[src/rtl/hazard_stall_ctrl.sv]
// Pipeline hazard/stall control: load-use and branch-operand bubbles, mult/div occupancy, data-memory freeze with timeout abort.
// Enables are combinational from inputs and state; only the memory wait FSM and the mult/div counter are registered.
module hazard_stall_ctrl #(
    parameter int MD_LAT      = 8,
    parameter int MEM_TIMEOUT = 16
) (
    input  logic       clk,
    input  logic       rst,
    input  logic [4:0] id_rs,
    input  logic [4:0] id_rt,
    input  logic       id_uses_rs,
    input  logic       id_uses_rt,
    input  logic       id_branch,
    input  logic       id_branch_taken,
    input  logic       id_md_start,
    input  logic       id_md_read,
    input  logic       ex_reg_write,
    input  logic       ex_mem_read,
    input  logic [4:0] ex_dst,
    input  logic       mem_mem_read,
    input  logic       mem_mem_write,
    input  logic [4:0] mem_dst,
    input  logic       mem_ready,
    output logic       pc_wr,
    output logic       if_id_wr,
    output logic       flush_if_id,
    output logic       id_ex_wr,
    output logic       stall1,
    output logic       stall2,
    output logic       ex_mem_wr,
    output logic       mem_wb_wr,
    output logic       md_busy,
    output logic       mem_err
);

    localparam logic [0:0] ST_RUN   = 1'b0;
    localparam logic [0:0] ST_ABORT = 1'b1;

    localparam logic [3:0] MD_LAT_V  = 4'(MD_LAT);
    localparam logic [7:0] WAIT_LAST = 8'(MEM_TIMEOUT - 1);

    logic [0:0] state;
    logic [7:0] wait_cnt;
    logic [3:0] md_cnt;

    logic ex_hit;
    logic mem_hit;
    logic load_use;
    logic br_hz;
    logic md_hz;
    logic freeze;
    logic md_issue;

    // Register zero is never a real dependency.
    function automatic logic reg_match(input logic uses, input logic [4:0] src, input logic [4:0] dst);
        return uses && (src == dst) && (dst != 5'd0);
    endfunction

    assign ex_hit   = reg_match(id_uses_rs, id_rs, ex_dst)  || reg_match(id_uses_rt, id_rt, ex_dst);
    assign mem_hit  = reg_match(id_uses_rs, id_rs, mem_dst) || reg_match(id_uses_rt, id_rt, mem_dst);
    assign md_busy  = (md_cnt != 4'd0);
    assign load_use = ex_mem_read && ex_hit;
    assign br_hz    = id_branch && ((ex_reg_write && ex_hit) || (mem_mem_read && mem_hit));
    assign md_hz    = md_busy && (id_md_read || id_md_start);
    assign freeze   = (state == ST_RUN) && (mem_mem_read || mem_mem_write) && !mem_ready;
    assign mem_err  = (state == ST_ABORT);

    always_comb begin
        pc_wr       = 1'b0;
        if_id_wr    = 1'b0;
        id_ex_wr    = 1'b0;
        ex_mem_wr   = 1'b0;
        mem_wb_wr   = 1'b0;
        stall1      = 1'b0;
        stall2      = 1'b0;
        flush_if_id = 1'b0;
        if (!freeze) begin
            stall1      = load_use;
            stall2      = !load_use && (br_hz || md_hz);
            pc_wr       = !(stall1 || stall2);
            if_id_wr    = !(stall1 || stall2);
            id_ex_wr    = 1'b1;
            ex_mem_wr   = 1'b1;
            // An aborted access must not reach write-back.
            mem_wb_wr   = (state != ST_ABORT);
            flush_if_id = id_branch_taken && !stall1 && !stall2;
        end
    end

    assign md_issue = id_md_start && id_ex_wr && !stall1 && !stall2;

    always_ff @(posedge clk or posedge rst) begin
        if (rst) begin
            state    <= ST_RUN;
            wait_cnt <= 8'd0;
            md_cnt   <= 4'd0;
        end else begin
            if (state == ST_ABORT) begin
                state    <= ST_RUN;
                wait_cnt <= 8'd0;
            end else if (freeze) begin
                if (wait_cnt == WAIT_LAST) begin
                    state    <= ST_ABORT;
                    wait_cnt <= 8'd0;
                end else begin
                    wait_cnt <= wait_cnt + 8'd1;
                end
            end else begin
                wait_cnt <= 8'd0;
            end

            // The unit keeps counting through a freeze; it runs on its own.
            if (md_issue)
                md_cnt <= MD_LAT_V;
            else if (md_cnt != 4'd0)
                md_cnt <= md_cnt - 4'd1;
        end
    end

endmodule

[config.mk]
export PLATFORM = sky130hd
export DESIGN_NAME = hazard_stall_ctrl
export DESIGN_NICKNAME = d
export VERILOG_FILES = /design/src/rtl/hazard_stall_ctrl.sv
export SDC_FILE = /design/constraint.sdc
export NUM_CORES = 1
export LEC_CHECK = 0
export CAP_MARGIN = 20
export CORE_ASPECT_RATIO = 1.2
export CORE_MARGIN = 3
export CORE_UTILIZATION = 30
export CTS_CLUSTER_SIZE = 8
export DETAILED_ROUTE_END_ITERATION = 10
export SLEW_MARGIN = 20
export SYNTH_ARGS = -nofsm -noshare
export SYNTH_HDL_FRONTEND = slang
export SYNTH_SLANG_ARGS = --single-unit
[constraint.sdc]
create_clock -name clk -period 2.15 [get_ports clk]
set_clock_uncertainty 0.1 [all_clocks]
set_input_delay 0.5375 -clock clk [delete_from_list [all_inputs] [get_ports clk]]
set_output_delay 0.5375 -clock clk [all_outputs]
set_load 0.005 [all_outputs]
== Word-level counts from Yosys, hierarchy flattened ==
Index checks and enable logic that the tools add are counted.
Operators by class
  bitwise gates (word level): 1
  reductions and logical operators: 38
  $add $sub $neg: 2
  multiplexer cells: 14
  equality and inequality tests: 5
Operators by type and width (number)
  two-way mux 8 bit: 3
  logical AND 1 bit: 21
  equality test 5 bit: 4
  nonzero test 5 bit: 2
  two-way mux 1 bit: 9
  adder 8 x 1 -> 8 bit, second input constant: 1
  equality test 8 x 4 -> 1 bit, second input constant: 1
  two-way mux 4 bit: 2
  logical OR 1 bit: 7
  logical NOT 1 bit: 6
  nonzero test 4 bit: 1
  subtractor 4 x 1 -> 4 bit, second input constant: 1
  nonzero test 2 bit: 1
  inverter 1 bit: 1
Word-level totals
  output and inout port bits: 10
  register bits: 13
  logic and storage cells: 63

== Logic depth before layout (Yosys ltp) ==
  depth in word-level cells: 13
  mapped depth: 6

== Least setup slack after synthesis ==
Ideal clock, no wire load.
  path type: input -> output
  start point: input mem_dst[0]
  end point: output pc_wr
  data required time: 1.512 ns
  stages: 5
  slack: -0.183 ns
  arrival time: 1.696 ns
  path buffers: 1
  path through: or3_1 > o311a_1 > o2bb2ai_2 > a211oi_2 > buf_4
On the way
  longest elaborated chain between the ends: 12
RTL lines
  start: declaration: RTL line 22  | input logic [4:0] mem_dst,
  equality test 5 bit: RTL line 56  | return uses && (src == dst) && (dst != 5'd0);
  logical AND 1 bit (2 in a row): RTL line 56
  logical OR 1 bit *: RTL line 60  | assign mem_hit = reg_match(id_uses_rs, id_rs, mem_dst) || reg_match(id_uses_rt, id_rt, mem_dst);
  logical AND 1 bit *: RTL line 63  | assign br_hz = id_branch && ((ex_reg_write && ex_hit) || (mem_mem_read && mem_hit));
  logical OR 1 bit *: RTL line 63
  logical AND 1 bit *: RTL line 63
  logical OR 1 bit *: RTL line 79  | stall2 = !load_use && (br_hz || md_hz);
  logical AND 1 bit *: RTL line 79
  logical OR 1 bit *
  logical NOT 1 bit *
  two-way mux 1 bit *
  end: declaration: RTL line 24  | output logic pc_wr,
Mark *: on every way between the ends. The rest lies on a longest branch, timed or not.

== Final worst setup path ==
  start point: input mem_dst[2]
  end point: output if_id_wr
On the way
  longest elaborated chain between the ends: 12
RTL lines
  equality test 5 bit: RTL line 56
  logical AND 1 bit (2 in a row): RTL line 56
  logical OR 1 bit *: RTL line 60
  logical AND 1 bit *: RTL line 63
  logical OR 1 bit *: RTL line 63
  logical AND 1 bit *: RTL line 63
  logical OR 1 bit *: RTL line 79
  logical AND 1 bit *: RTL line 79
  logical OR 1 bit *: RTL line 81  | if_id_wr = !(stall1 || stall2);
  logical NOT 1 bit *: RTL line 81
  two-way mux 1 bit *: RTL line 77  | if (!freeze) begin
  end: declaration: RTL line 25  | output logic if_id_wr,
Marked as above.

==> summary.md <==
| Metric | Value |
|---|---|
| Outcome | complete, but fails checks |
| Failing checks | setup timing |
| Leakage power | 0.867 nW |
| Max-cap violations | 0 |
| Hold path depth | 1 |
| Final Power | 1.11 mW |
| Number of antenna cells inserted | 0 |
| Hpwl dp | 2320 um |
| Pre-antenna DRT Iters | 4 |
| Netlist cell types | 26 |
| Clock transition at path regs | 80 ps |
| Non-Filler Instances | 229 |
| Clk buf depth | 2 |
| Die Wd | 58.5 um |
| End of the critical path | if_id_wr |
| CP max FO | 3 |
| Antenna violations before repair | 0 |
| Leading area contributor after synthesis | dfrtp_1 |
| Largest net degree at the start of global routing | 14 |
| Vias per inst | 4.84 |
| Depth of the most critical reg-to-reg path | 8 |
| Slowest-stage cell, CP | or3_4 |
| Worst path bufs/invs | 2 |
| Max-slew headroom | 65.6% |
| Post-route setup slack | -303 ps |
| Placer Congestion | 0.853 |
| Top delay family on crit path | compound AO/OA/AOI/OAI gates |
| CP cell instances | buf_6 > or3_4 > o311a_4 > o2bb2ai_4 > a211oi_2 > buf_2 |
| Reg2reg setup slack | 420 ps |
| Via count | 1,108 |
| Area delta synth->final | 81.8% |
| IO Port Bufs | 42 |
| Row count | 22 |
| Initial Utilization | 31.9% |
| Post-route minimum period | 2450 ps |
| Largest stage delay, worst path | 370 ps |
| Worst VDD drop | 417 uV |
| Max Freq | 0.408 GHz |
| First-pass GRT wire length | 5060 um |
| Worst R2R End | md_cnt[1] |
| Core area | 3110 um^2 |
| Dominant cells by area after synthesis | dfrtp_1 (33%), xnor2_1 (21%), nor2_1 (5.3%) |
| Pwr per Cell Area | 614 nW/um^2 |
| Die ar. | 4040 um^2 |
| Part of the cycle the worst path needs | 114% |
| Synth Instances | 112 |
| Setup violations, final | 5 |
| I/O pin cnt | 43 |
| Critical path depth in cells | 6 |
| Synth warnings | 0 |
| HP Class | reg -> reg |
| Crit end category | output port |
| Final hold vios | 0 |
| H-tree depth | 1 |
| CP required | 1510 ps |
| Critical path class | in -> out |
| DRC viols | 0 |
| Number of routed nets with antenna violations | 0 |
| CP Launch Type | primary input |
| Source of the critical timing path | mem_dst[2] |
| Total CTS buffers | 3 |
| Initial DRC Count | 27 |
| Synthesized flop and latch total | 13 |
| Routed WL | 3110 um |
| TritonCTS clock tree | yes |
| Number of global-route vias before repair | 1,180 |
| Clock Latency Late Sink | 280 ps |
| Max-slew violations | 0 |
| GR Overflow Total | 0 |
| Synth Area per Inst | 8.86 um^2 |
| Worst r2r src | md_cnt[0] |
| CTS root buffer | clkbuf_4 |
| Total GRT Usage | 16.0% |
| Routed len/inst | 13.6 um |
| Mapped Nets | 148 |
| Worst Max-Slew Pin Slew | 516 ps |
| Final #Nets | 230 |
| Yosys top cell area share | 32.8% |
| Number of cells after detailed placement | 207 |
| Die H | 69 um |
| Mapped Area | 992 um^2 |
| Clk sinks | 13 |
| Setup TNS | -1180 ps |
| Worst EP arrival | 1820 ps |
| Worst hold margin | 375 ps |
| Layout cell share with drive strength beyond 1 | 47.7% |
| Sequential area share after synthesis | 32.8% |
| Unrepaired setup endpoints after global routing | true |
| Worst slack, placed | -1060 ps |
synthesized netlist by cell type:
cell type	n
a21oi_1	4
a211oi_2	2
nor4_1	1
o22ai_1	2
nand3_1	3
or3_1	2
xor2_1	4
inv_1	5
nor3_1	2
a31oi_1	2
a21o_1	3
nand2_1	10
and2_1	2
xnor2_1	24
o21a_1	2
nor2_1	14
dfrtp_1	13
ha_1	3
and4_1	1
o2bb2ai_2	1
or2_2	1
nor3b_2	1
and3_1	3
buf_4	2
nand4_1	4
o311a_1	1
routing by layer:
metal,up-vias,track usage [%],part of all wire [%]
met1,508,17.3,37
met2,46,27.7,53
met3,10,4.12,7.1
met5,-,0,0
li1,544,-,-
met4,0,7.99,2.6
worst min-delay path by stage:
stage | startpoint | endpoint | slack, ps
floorplan | rst | md_cnt[0] | 310
global route | wait_cnt[0] | wait_cnt[0] | 410
global placement | wait_cnt[0] | wait_cnt[0] | 380
detailed placement | wait_cnt[0] | wait_cnt[0] | 370
CTS | wait_cnt[0] | wait_cnt[0] | 380
finish | wait_cnt[0] | wait_cnt[0] | 370
final cells by class:
type / count / area [um^2]
fillers: 287 / 1310
repair buffers: 79 / 626
multi-input cells: 92 / 763
well taps: 36 / 45.0
flip-flops and latches: 13 / 325
clock buffers: 4 / 26.3
inverters: 5 / 18.8
power by group:
group | leakage (nW) | switching, mW | internal, mW
logic | 0.680 | 0.247 | 0.380
clock network | 0.0150 | 0.0813 | 0.0720
registers | 0.172 | 0.0381 | 0.290
kinds of logic (layout without fill, tap and decap cells):
family / Yosys count / in the layout / share of synthesized area, %
AND/OR/NAND/NOR: 44 / 44 / 21.9
AO/OA/AOI/OAI: 17 / 17 / 13.4
XOR/XNOR: 28 / 28 / 24.7
buffers and inverters: 7 / 88 / 3.40
flip-flops: 13 / 13 / 32.8
adder cells (fa/ha/maj): 3 / 3 / 3.78
metrics by stage:
stage	utilization, %	instance area [um^2]
after global routing	58.0	1800
after floorplan	-	992
final	58.0	1800
after global placement	51.0	1590
after detailed placement	51.0	1590
after CTS	54.6	1700
sequential cells by signal (all words and copies together), names as in the netlist:
name / count
wait_cnt: 8
md_cnt: 4
mem_err: 1
cells in the final DEF (no fill, tap or decap), types with 4 or more instances in the layout:
cell / synthesis / layout
clkdlybuf4s50_1: 0 / 8
dfrtp_1: 13 / 13
nand2_1: 10 / 9
nor2_1: 14 / 13
dlygate4sd2_1: 0 / 5
buf_6: 0 / 9
buf_2: 0 / 13
xor2_1: 4 / 4
buf_4: 2 / 39
xnor2_2: 0 / 9
nand4_1: 4 / 4
a21oi_1: 4 / 4
xnor2_1: 24 / 15
what timing repair did:
item / 4_1_cts / 5_1_grt
gates resized for setup: 137 / 13
buffers inserted: 8 / 10
endpoints found under the setup margin: 9 / 8
hold buffers: 0 / 0
hold endpoints to repair: 0 / 0
pin swaps: 26 / 7
No activity file was read; power rests on OpenSTA's default activity.
